===== config.mk =====
export PLATFORM = sky130hd
export DESIGN_NAME = vehicle_sensor_conditioner
export DESIGN_NICKNAME = d
export VERILOG_FILES = /design/src/rtl/vehicle_sensor_conditioner.sv
export SDC_FILE = /design/constraint.sdc
export NUM_CORES = 1
export LEC_CHECK = 0
export CAP_MARGIN = 30
export CORE_MARGIN = 8
export CORE_UTILIZATION = 40
export CTS_CLUSTER_SIZE = 24
export DETAILED_ROUTE_END_ITERATION = 16
export GPL_ROUTABILITY_DRIVEN = 0
export SETUP_SLACK_MARGIN = 0.02
export SYNTH_ARGS = -nofsm -noshare
export SYNTH_HDL_FRONTEND = slang
export SYNTH_SLANG_ARGS = --single-unit

===== constraint.sdc =====
create_clock -name clk -period 2.8 [get_ports clk]
set_input_delay 0.28 -clock clk [delete_from_list [all_inputs] [get_ports clk]]
set_output_delay 0.28 -clock clk [all_outputs]
set_load 0.005 [all_outputs]

===== src/rtl/vehicle_sensor_conditioner.sv =====
// vehicle_sensor_conditioner
//   Synchronizes and debounces the side-road loop sensor, counts queued
//   vehicles on each debounced arrival, retires one vehicle per PASS_CYCLES
//   consecutive green cycles, and raises C while any vehicle is queued.
// Ports:
//   clk            - single clock, rising edge
//   reset          - synchronous, active-high
//   sensorRaw      - asynchronous loop-sensor level (1 = vehicle present)
//   nitkRoadLights - controller NITK road light (2'b00 = GREEN)
//   C              - car request, (queueCount != 0)
//   queueCount     - vehicles waiting
//   overflow       - sticky, an arrival was dropped at saturation
module vehicle_sensor_conditioner #(
  parameter int DEBOUNCE_CYCLES = 4,
  parameter int PASS_CYCLES     = 3,
  parameter int COUNT_WIDTH     = 4
) (
  input  logic                   clk,
  input  logic                   reset,
  input  logic                   sensorRaw,
  input  logic [1:0]             nitkRoadLights,
  output logic                   C,
  output logic [COUNT_WIDTH-1:0] queueCount,
  output logic                   overflow
);

  typedef enum logic [1:0] {STABLE_LOW, CHECK_HIGH, STABLE_HIGH, CHECK_LOW} db_state_t;

  localparam logic [7:0] DB_LAST   = 8'(DEBOUNCE_CYCLES);
  localparam logic [7:0] PASS_LAST = 8'(PASS_CYCLES);

  logic      s1, s2;
  db_state_t state;
  logic [7:0] match_cnt, pass_cnt;
  logic      arrive, depart, green, q_empty, q_full;

  assign green   = (nitkRoadLights == 2'b00);
  assign q_empty = (queueCount == '0);
  assign q_full  = (queueCount == '1);
  assign C       = !q_empty;

  // arrive/depart are decoded from current state so the queue moves on the
  // same edge that completes the debounce or the green run.
  always_comb begin
    arrive = 1'b0;
    unique case (state)
      STABLE_LOW: arrive = s2 && (DB_LAST == 8'd1);
      CHECK_HIGH: arrive = s2 && ((match_cnt + 8'd1) == DB_LAST);
      default:    arrive = 1'b0;
    endcase
  end

  assign depart = green && !q_empty && ((pass_cnt + 8'd1) == PASS_LAST);

  // synchronizer + debounce FSM
  always_ff @(posedge clk) begin
    if (reset) begin
      s1        <= 1'b0;
      s2        <= 1'b0;
      state     <= STABLE_LOW;
      match_cnt <= 8'd0;
    end else begin
      s1 <= sensorRaw;
      s2 <= s1;
      unique case (state)
        STABLE_LOW: if (s2) begin
          if (DB_LAST == 8'd1) begin state <= STABLE_HIGH; match_cnt <= 8'd0; end
          else                 begin state <= CHECK_HIGH;  match_cnt <= 8'd1; end
        end
        CHECK_HIGH:
          if (!s2)         begin state <= STABLE_LOW;  match_cnt <= 8'd0; end
          else if (arrive) begin state <= STABLE_HIGH; match_cnt <= 8'd0; end
          else             match_cnt <= match_cnt + 8'd1;
        STABLE_HIGH: if (!s2) begin
          if (DB_LAST == 8'd1) begin state <= STABLE_LOW; match_cnt <= 8'd0; end
          else                 begin state <= CHECK_LOW;  match_cnt <= 8'd1; end
        end
        CHECK_LOW:
          if (s2) begin state <= STABLE_HIGH; match_cnt <= 8'd0; end
          else if ((match_cnt + 8'd1) == DB_LAST) begin
            state <= STABLE_LOW; match_cnt <= 8'd0;
          end else match_cnt <= match_cnt + 8'd1;
        default: begin state <= STABLE_LOW; match_cnt <= 8'd0; end
      endcase
    end
  end

  // green-run counter; any break in the run (or empty queue) restarts it
  always_ff @(posedge clk) begin
    if (reset || !green || q_empty || depart) pass_cnt <= 8'd0;
    else                                      pass_cnt <= pass_cnt + 8'd1;
  end

  // queue; simultaneous arrive+depart cancel, even at saturation
  always_ff @(posedge clk) begin
    if (reset) begin
      queueCount <= '0;
      overflow   <= 1'b0;
    end else begin
      unique case ({arrive, depart})
        2'b10: if (q_full) overflow <= 1'b1;
               else        queueCount <= queueCount + 1'b1;
        2'b01: queueCount <= queueCount - 1'b1;
        default: ;
      endcase
    end
  end

endmodule


==> results.toml, run 1 <==
[status]
status = "completed"

[flow_run]
maxCapViolCount = 0

[logic_synthesis]
synth-seq-area-share = 0.367
synth_cell_type_count = 41
synthTopCellsByCount = "dfxtp_1 (25), nor2_1 (23), nand3_1 (12), nor2b_1 (8), xor2_1 (7)"
synth_area_per_cell_sq_um = 8.91
synth-seq-cells = 25
syn_nets = 164
yosys_warnings = 0
synth_area_leader_cell = "dfxtp_1"
synth-main-ff-cell = "dfxtp_1"
synth_top_area_share = 0.367
syn_inst = 153
synth_area_leaders = "dfxtp_1 (37%), nor2_1 (6.3%), ha_1 (4.6%)"
syn_area_sq_mm = 0.00136
async_flop_share = 0
synth_edf_count = 0
synth.most_common_cell = "dfxtp_1"

[clock_tree]
clock_latency_ns = 0.32
cts_tree = "done"
cts-root-buf = "clkbuf_4"
cts_resized = 0
cts_buffers = 3
clkTransAtPathRegs_ns = 0.14
cts_buffer_depth = 2
postCtsHoldBufs = 0
h-tree-depth = 1
post_cts_buffers = 0
cts_sinks = 25

[floorplan]
dieArea_sq_mm = 0.00553
boundaryPins = 11
rows = 21
die_y_microns = 74.4
die_w_microns = 74.4
core_area_sq_mm = 0.00331
initial_core_util = 0.412

[power]
p_per_area_mw_per_mm2 = 341
power_uw = 540
ir_drop_v = 0.000224
p_leak_uw = 0.000577

[timing]
worst_pin_slew_ns = 0.433
relSlewSlack = 0.709
finalHoldViolCount = 0
whs_ns = 0.453
final.period_utilization = 0.919
rsz0062_at_grt = "no"
setup-tns-final_ns = 0
fmax_mhz = 389
period_needed_ns = 2.57
setup_viol = 0
clock_skew_ns = 0.0171
finalMaxSlewViolations = 0

[critical_path]
critical_path_required_ns = 3.05
startpoint_type = "register"
r2r_slack_ns = 0.23
critPathKind = "reg -> reg"
path_max_fanout = 8
end_kind = "register"
crit_arrival_ns = 2.82

[drt]
vias = 1079
drc = 0
drt_iter0_drc = 31
wl_microns = 2670
routedWlPerCell_microns = 12.6
firstDrtPassIters = 3
drtAntennaViolNets = 0
vias_per_cell = 5.09

[min_path]
hold_path.class = "reg -> reg"

[layout]
final_util = 0.478
regArea_sq_um = 502
diodes = 0
nets = 178
multiInputGateArea_sq_um = 842
syn_to_final_growth_pct = 16.0
nFillCells = 348
final_cells = 212
drive_gt1_frac = 0.127

[global_routing]
track_usage = 0.107
grt_max_degree = 17
grt_pass1_wl_microns = 4730
grt_pass1_vias = 1091
overflow = 0
antenna_found_initial = 0

[placed_design]
dpl.cell_count = 208
portBuffers = 10
post-dp-hpwl_microns = 2060
-- final timing paths --
| kind | from | endpoint | depth (start not counted) |
|---|---|---|---|
| max | pass_cnt[1]$_SDFF_PP0_ | queueCount[3]$_SDFFE_PP0P_ | 12 |
| min | s1$_SDFF_PP0_ | s2$_SDFF_PP0_ | 1 |
| max reg2reg | pass_cnt[1]$_SDFF_PP0_ | queueCount[3]$_SDFFE_PP0P_ | 12 |
| min reg2reg | s1$_SDFF_PP0_ | s2$_SDFF_PP0_ | 1 |
-- report_power, final --
part / internal [uW] / total [uW] / switching (uW)
registers: 358 / 361 / 2.45
clock network: 53.5 / 159 / 105
logic: 9.90 / 20.0 / 10.1
total: 422 / 540 / 118
-- area by class of cell --
type / instances / share of cell area
Inverter: 6 / 0.0142
Multi-Input combinational cell: 117 / 0.532
Tap cell: 46 / 0.0364
Timing Repair Buffer: 14 / 0.0823
Clock inverter: 1 / 0.00316
Clock buffer: 3 / 0.0142
Sequential cell: 25 / 0.317
-- layer usage --
| metal | vias to the layer above | routed length, microns | track usage |
|---|---|---|---|
| met4 | 0 | 17 | 0.0283 |
| met2 | 10 | 1300 | 0.179 |
| li1 | 567 | - | - |
| met5 | - | 0 | 0 |
| met1 | 500 | 1290 | 0.128 |
| met3 | 2 | 59 | 0.0337 |
-- cells in the final DEF (no fill, tap or decap), types with 2 or more instances in the layout --
cell type        count
a21oi_1              6
clkdlybuf4s50_1     10
nand2_1              5
mux2i_1              2
nand3_1             12
o21ai_0              5
xnor2_1              3
o31ai_1              2
nor2_1              23
nor2b_1              8
xor2_1               7
nor3_1               4
ha_1                 4
and3_1               2
buf_4                4
clkbuf_4             3
a21o_1               2
dfxtp_1             24
a31oi_1              2
inv_1                6
nand4_1              3
or3b_2               2
nand2b_1             4
-- registers in the layout, summed over array words and instances (netlist names), named ones only --
name,flops
match_cnt,8
pass_cnt,8
queueCount,4
overflow,1
s1,1
s2,1
state,1
-- kinds of logic (layout without fill, tap and decap cells) --
group / after synthesis / in the layout / share of synthesized area
adders and majority gates: 6 / 6 / 0.0606
DFF: 25 / 25 / 0.367
xor gates and xnor gates: 10 / 10 / 0.0642
muxes: 3 / 3 / 0.0312
and+or+nand+nor: 75 / 75 / 0.308
buffers and inverters: 11 / 24 / 0.0312
AOI/OAI and AO/OA: 23 / 23 / 0.138
-- through the flow --
step,cell area [sq um],worst slack (ns)
after floorplan,1360,0.189
after global placement,1530,0.249
after detailed placement,1530,0.110
after CTS,1560,0.0940
after global routing,1580,0.0385
final,1580,0.228
-- critical path: stages, from the launching register on --
cell,delay [ns]
dfxtp_1,0.39
ha_4,0.20
and3_1,0.14
o2111a_1,0.27
o2111ai_4,0.21
nand2b_1,0.17
inv_1,0.07
ha_1,0.26
a21o_1,0.17
a21oi_1,0.17
nand3b_1,0.13
a21o_1,0.20
a21oi_1,0.11
(Power assumes the default switching activity.)
==> run 2: changes to the inputs <==
--- a/config.mk
+++ b/config.mk
@@ -6,11 +6,11 @@
 export NUM_CORES = 1
 export LEC_CHECK = 0
 export CAP_MARGIN = 30
-export CORE_MARGIN = 8
 export CORE_UTILIZATION = 40
 export CTS_CLUSTER_SIZE = 24
 export DETAILED_ROUTE_END_ITERATION = 16
 export GPL_ROUTABILITY_DRIVEN = 0
+export HOLD_SLACK_MARGIN = 0.02
 export SETUP_SLACK_MARGIN = 0.02
 export SYNTH_ARGS = -nofsm -noshare
 export SYNTH_HDL_FRONTEND = slang
==> run 2 against run 1 <==
  * Non-clock buffer count grew 1
  * Hold slack better by 0.0077 ns
  * Global-route usage up 4.4 points
  * Cell count is 0.47% lower
  * Total power up 0.11%
  * Clock power hardly changed
  * Die area shrank 34%
  * Critical endpoint unchanged
  * Sequential cell count is the same
  * Critical path type unchanged
==> results.toml, run 2 (synthesis gave the netlist of run 1 again) <==
[status]
status = "completed"

[clock_tree]
clock_latency_ns = 0.31
clkTransAtPathRegs_ns = 0.14
cts_sinks = 25
cts_tree = "done"
cts_buffers = 3
h-tree-depth = 1
cts_buffer_depth = 2
postCtsHoldBufs = 0
cts-root-buf = "clkbuf_4"

[critical_path]
critPathLaunch = "pass_cnt[0]$_SDFF_PP0_"
path_max_fanout = 8
crit_arrival_ns = 2.77
end_kind = "register"
critPathKind = "reg -> reg"
r2r_cells = 12
r2r_slack_ns = 0.29
worst_r2r_endpoint = "queueCount[3]$_SDFFE_PP0P_"
r2r-start = "pass_cnt[0]$_SDFF_PP0_"
crit_end = "queueCount[3]$_SDFFE_PP0P_"
startpoint_type = "register"
critical_path_required_ns = 3.06

[drt]
firstDrtPassIters = 4
drc = 0
routedWlPerCell_microns = 11.4
vias_per_cell = 5.11
vias = 1079
drtAntennaViolNets = 0
wl_microns = 2410
drt_iter0_drc = 33

[timing]
clock_skew_ns = 0.00489
period_needed_ns = 2.51
setup_viol = 0
relSlewSlack = 0.652
fmax_mhz = 398
rsz0062_at_grt = "no"
setup-tns-final_ns = 0
worst_pin_slew_ns = 0.517
final.period_utilization = 0.897
finalMaxSlewViolations = 0
worst_slack_ns = 0.289
whs_ns = 0.461
finalHoldViolCount = 0

[layout]
diodes = 0
layout_common_cells = "dfxtp_1 (25), nor2_1 (23), nand3_1 (12)"
final_common_cell = "dfxtp_1"
drive_gt1_frac = 0.126
reg.largest.list = "match_cnt (8), pass_cnt (8), queueCount (4)"
syn_to_final_growth_pct = 16.2
nets = 179

[power]
p_leak_uw = 0.000583
p_sw_uw = 119
power.internal_uw = 422
ir_drop_v = 0.000203
p_per_area_mw_per_mm2 = 341
power.share.sequential = 0.668
clock_power_share = 0.295
comb_power_share = 0.037
switching_share = 0.220

[placed_design]
post-dp-hpwl_microns = 1840
portBuffers = 10
preCtsSetupSlack_ns = 0.190

[floorplan]
dieArea_sq_mm = 0.00365
die_w_microns = 60.4
die_y_microns = 60.4
core_area_sq_mm = 0.00315
rows = 20
initial_core_util = 0.433
boundaryPins = 11

[flow_run]
maxCapViolCount = 0

[global_routing]
antenna_found_initial = 0
track_usage = 0.151
overflow = 0
grt_pass1_wl_microns = 4100
grt_pass1_vias = 1017
grt_max_degree = 17

[min_path]
hold_path.class = "reg -> reg"
==> run 2: layout make-up <==
| type | count | area (sq um) |
|---|---|---|
| tap | 44 | 55.1 |
| clock buffer | 3 | 22.5 |
| fill | 328 | 1570 |
| multi-input combinational | 117 | 842 |
| clock inverter | 1 | 5.00 |
| inverter | 6 | 22.5 |
| sequential | 25 | 500 |
| timing repair buffer | 15 | 138 |
==> run 2: power by group through the flow <==
stage,clock (uW),combinational [uW],sequential (uW)
global route,180,21.9,361
detailed placement,0,20.0,368
floorplan,0,10.3,367
finish,159,20.1,361
CTS,166,20.3,361
global placement,0,19.6,368
==> run 2: what timing repair did <==
item / in CTS / in global routing
setup buffers: 0 / 3
endpoints found under the setup margin: 0 / 1
resized for setup: 0 / 3
==> run 2: worst min-delay path by stage <==
stage	from	endpoint	slack, ns	cells past startpoint
5_1_grt	s1$_SDFF_PP0_	s2$_SDFF_PP0_	0.47	1
4_1_cts	s1$_SDFF_PP0_	s2$_SDFF_PP0_	0.46	1
6_report	s1$_SDFF_PP0_	s2$_SDFF_PP0_	0.46	1
3_5_place_dp	s1$_SDFF_PP0_	s2$_SDFF_PP0_	0.44	1
3_3_place_gp	s1$_SDFF_PP0_	s2$_SDFF_PP0_	0.42	1
2_1_floorplan	reset	queueCount[1]$_SDFFE_PP0P_	0.34	1
==> run 2: metrics by stage <==
step           instance area, sq um  utilization  std cells  total power, uW
4_1_cts                        1540        0.489        208              547
3_5_place_dp                   1510        0.480        204              388
6_report                       1590        0.503        211              540
5_1_grt                        1590        0.503        211              564
2_1_floorplan                  1360            -        153              378
3_3_place_gp                   1510        0.480        204              388
==> run 2: routing by layer <==
layer | vias up | share of wire | GRT usage
li1 | 565 | - | -
met1 | 501 | 0.49 | 0.188
met2 | 11 | 0.48 | 0.257
met3 | 2 | 0.023 | 0.0192
met4 | 0 | 0.0087 | 0.0698
met5 | - | 0 | 0
==> run 2: critical path, cell delays in order, from the launching register on <==
cell and delay, ns:
dfxtp_1 0.39, ha_4 0.21, and3_1 0.14, o2111a_1 0.27
o2111ai_4 0.20, nand2b_1 0.16, inv_1 0.07, ha_1 0.27
a21o_1 0.17, a21oi_1 0.17, nand3b_1 0.11, a21o_1 0.18
a21oi_1 0.10
==> run 3: changes to the inputs <==
--- a/config.mk
+++ b/config.mk
@@ -5,12 +5,14 @@
 export SDC_FILE = /design/constraint.sdc
 export NUM_CORES = 1
 export LEC_CHECK = 0
+export ABC_CLOCK_PERIOD_IN_PS = 2800
 export CAP_MARGIN = 30
 export CORE_UTILIZATION = 40
 export CTS_CLUSTER_SIZE = 24
 export DETAILED_ROUTE_END_ITERATION = 16
 export GPL_ROUTABILITY_DRIVEN = 0
 export HOLD_SLACK_MARGIN = 0.02
+export REMOVE_ABC_BUFFERS = 1
 export SETUP_SLACK_MARGIN = 0.02
 export SYNTH_ARGS = -nofsm -noshare
 export SYNTH_HDL_FRONTEND = slang
==> run 3 against run 2 <==
  * Hold slack about the same
  * Design area decreased by 1.1%
  * Core utilization decreased by 0.56 points
  * Cell count decreased by 0.47%
  * Total power increased by 0.20%
  * Critical endpoint unchanged
==> results.toml, run 3 (synthesis gave the netlist of run 1 again) <==
[floorplan]
boundaryPins = 11
die_w_microns = 60.4
rows = 20
dieArea_sq_mm = 0.00365
initial_core_util = 0.433
die_y_microns = 60.4
core_area_sq_mm = 0.00315

[layout]
syn_to_final_growth_pct = 15.0
final_cells = 210
final_common_cell = "dfxtp_1"
nets = 178
reg.largest.list = "match_cnt (8), pass_cnt (8), queueCount (4)"
drive_gt1_frac = 0.114
layout_common_cells = "dfxtp_1 (25), nor2_1 (23), nand3_1 (12)"
diodes = 0

[clock_tree]
cts_sinks = 25
postCtsHoldBufs = 0
h-tree-depth = 1
cts-root-buf = "clkbuf_4"
clock_latency_ns = 0.31
cts_tree = "done"
cts_buffers = 3
cts_buffer_depth = 2
clkTransAtPathRegs_ns = 0.13

[global_routing]
grt_max_degree = 17
track_usage = 0.155
grt_pass1_wl_microns = 4200
antenna_found_initial = 0
overflow = 0
grt_pass1_vias = 974

[critical_path]
path_buf_inv = 1
crit_family = "compound AO/OA/AOI/OAI gates"
end_kind = "register"
crit_chain = "ha_4 > and3_1 > o2111a_1 > o2111ai_4 > nand2b_1 > inv_1 > ha_1 > a21o_1 > a21oi_1 > nand3b_1 > a21o_1 > a21oi_1"
crit_arrival_ns = 2.83
cp_slowest_cell = "dfxtp_1"
path_max_fanout = 8
max_stage_delay_ns = 0.39
critPathKind = "reg -> reg"
critical_path_required_ns = 3.06
startpoint_type = "register"

[timing]
final.period_utilization = 0.920
setup_viol = 0
worst_pin_slew_ns = 0.489
setup-tns-final_ns = 0
period_needed_ns = 2.58
finalMaxSlewViolations = 0
worst_slack_ns = 0.223
relSlewSlack = 0.671
rsz0062_at_grt = "no"
finalHoldViolCount = 0
fmax_mhz = 388
clock_skew_ns = 0.00492

[placed_design]
dpl.cell_count = 206
preCtsSetupSlack_ns = 0.144
post-dp-hpwl_microns = 1950
portBuffers = 10

[drt]
wl_microns = 2530
vias = 1063
routedWlPerCell_microns = 12.1
vias_per_cell = 5.06
drt_iter0_drc = 45
firstDrtPassIters = 4
drc = 0
drtAntennaViolNets = 0

[power]
clock_power_share = 0.297
comb_power_share = 0.036
p_per_area_mw_per_mm2 = 345
ir_drop_v = 0.000289
power.share.sequential = 0.667
power_uw = 541
switching_share = 0.217
p_leak_uw = 0.000573
p_sw_uw = 118
power.internal_uw = 424

[status]
status = "completed"

[min_path]
hold_path.class = "reg -> reg"

[flow_run]
maxCapViolCount = 0
-- run 3: cell count changes in the layout (fill, tap and decap cells not counted), sizes merged --
cell / before / now
clkinv: 1 / 0
clkbuf: 3 / 4
buf: 5 / 4
-- run 3: final timing paths --
path,start,to,slack (ns),cells past startpoint
worst max-delay path,pass_cnt[0]$_SDFF_PP0_,queueCount[3]$_SDFFE_PP0P_,0.22,12
worst min-delay path,s1$_SDFF_PP0_,s2$_SDFF_PP0_,0.46,1
worst max register to register,pass_cnt[0]$_SDFF_PP0_,queueCount[3]$_SDFFE_PP0P_,0.22,12
worst min register to register,s1$_SDFF_PP0_,s2$_SDFF_PP0_,0.46,1
-- run 3: what timing repair did --
item,in CTS,in global routing
setup buffers,0,0
setup endpoints to repair,0,1
resized for setup,0,2
-- run 3: area by class of cell --
cell class / instances / area, sq um
sequential: 25 / 500
clock buffer: 4 / 26.3
timing repair buffer: 14 / 130
fill: 331 / 1590
tap: 44 / 55.1
inverter: 6 / 22.5
multi-input combinational: 117 / 833
-- run 3: metal layers --
metal | vias up | track usage | wire (microns) | share of wire
met2 | 12 | 0.265 | 1210 | 0.48
met3 | 2 | 0.0469 | 97 | 0.038
met5 | - | 0 | 0 | 0
li1 | 565 | - | - | -
met1 | 484 | 0.193 | 1210 | 0.48
met4 | 0 | 0.0299 | 14 | 0.0055
-- run 3: power groups by stage --
stage                     Sequential (uW)  Clock [uW]  Combinational [uW]
after floorplan                       368           0                7.49
after global placement                369           0                19.7
after detailed placement              369           0                20.0
after CTS                             361         172                20.2
after global routing                  361         187                22.2
final                                 361         161                19.7
-- run 3: stage by stage --
step | hold slack [ns] | utilization | cell area [sq um]
2_1_floorplan | 0.345 | - | 1340
3_3_place_gp | 0.432 | 0.485 | 1530
3_5_place_dp | 0.431 | 0.485 | 1530
4_1_cts | 0.464 | 0.493 | 1560
5_1_grt | 0.484 | 0.497 | 1570
6_report | 0.461 | 0.497 | 1570
-- run 3: worst register-to-register path, delay by kind of cell, from the launching register on --
| family | cells | cell delay [ns] |
|---|---|---|
| AO/OA/AOI/OAI | 6 | 1.15 |
| buffers and inverters | 1 | 0.07 |
| flip-flops | 1 | 0.39 |
| AND/OR/NAND/NOR | 3 | 0.44 |
| adder cells (fa/ha/maj) | 2 | 0.47 |
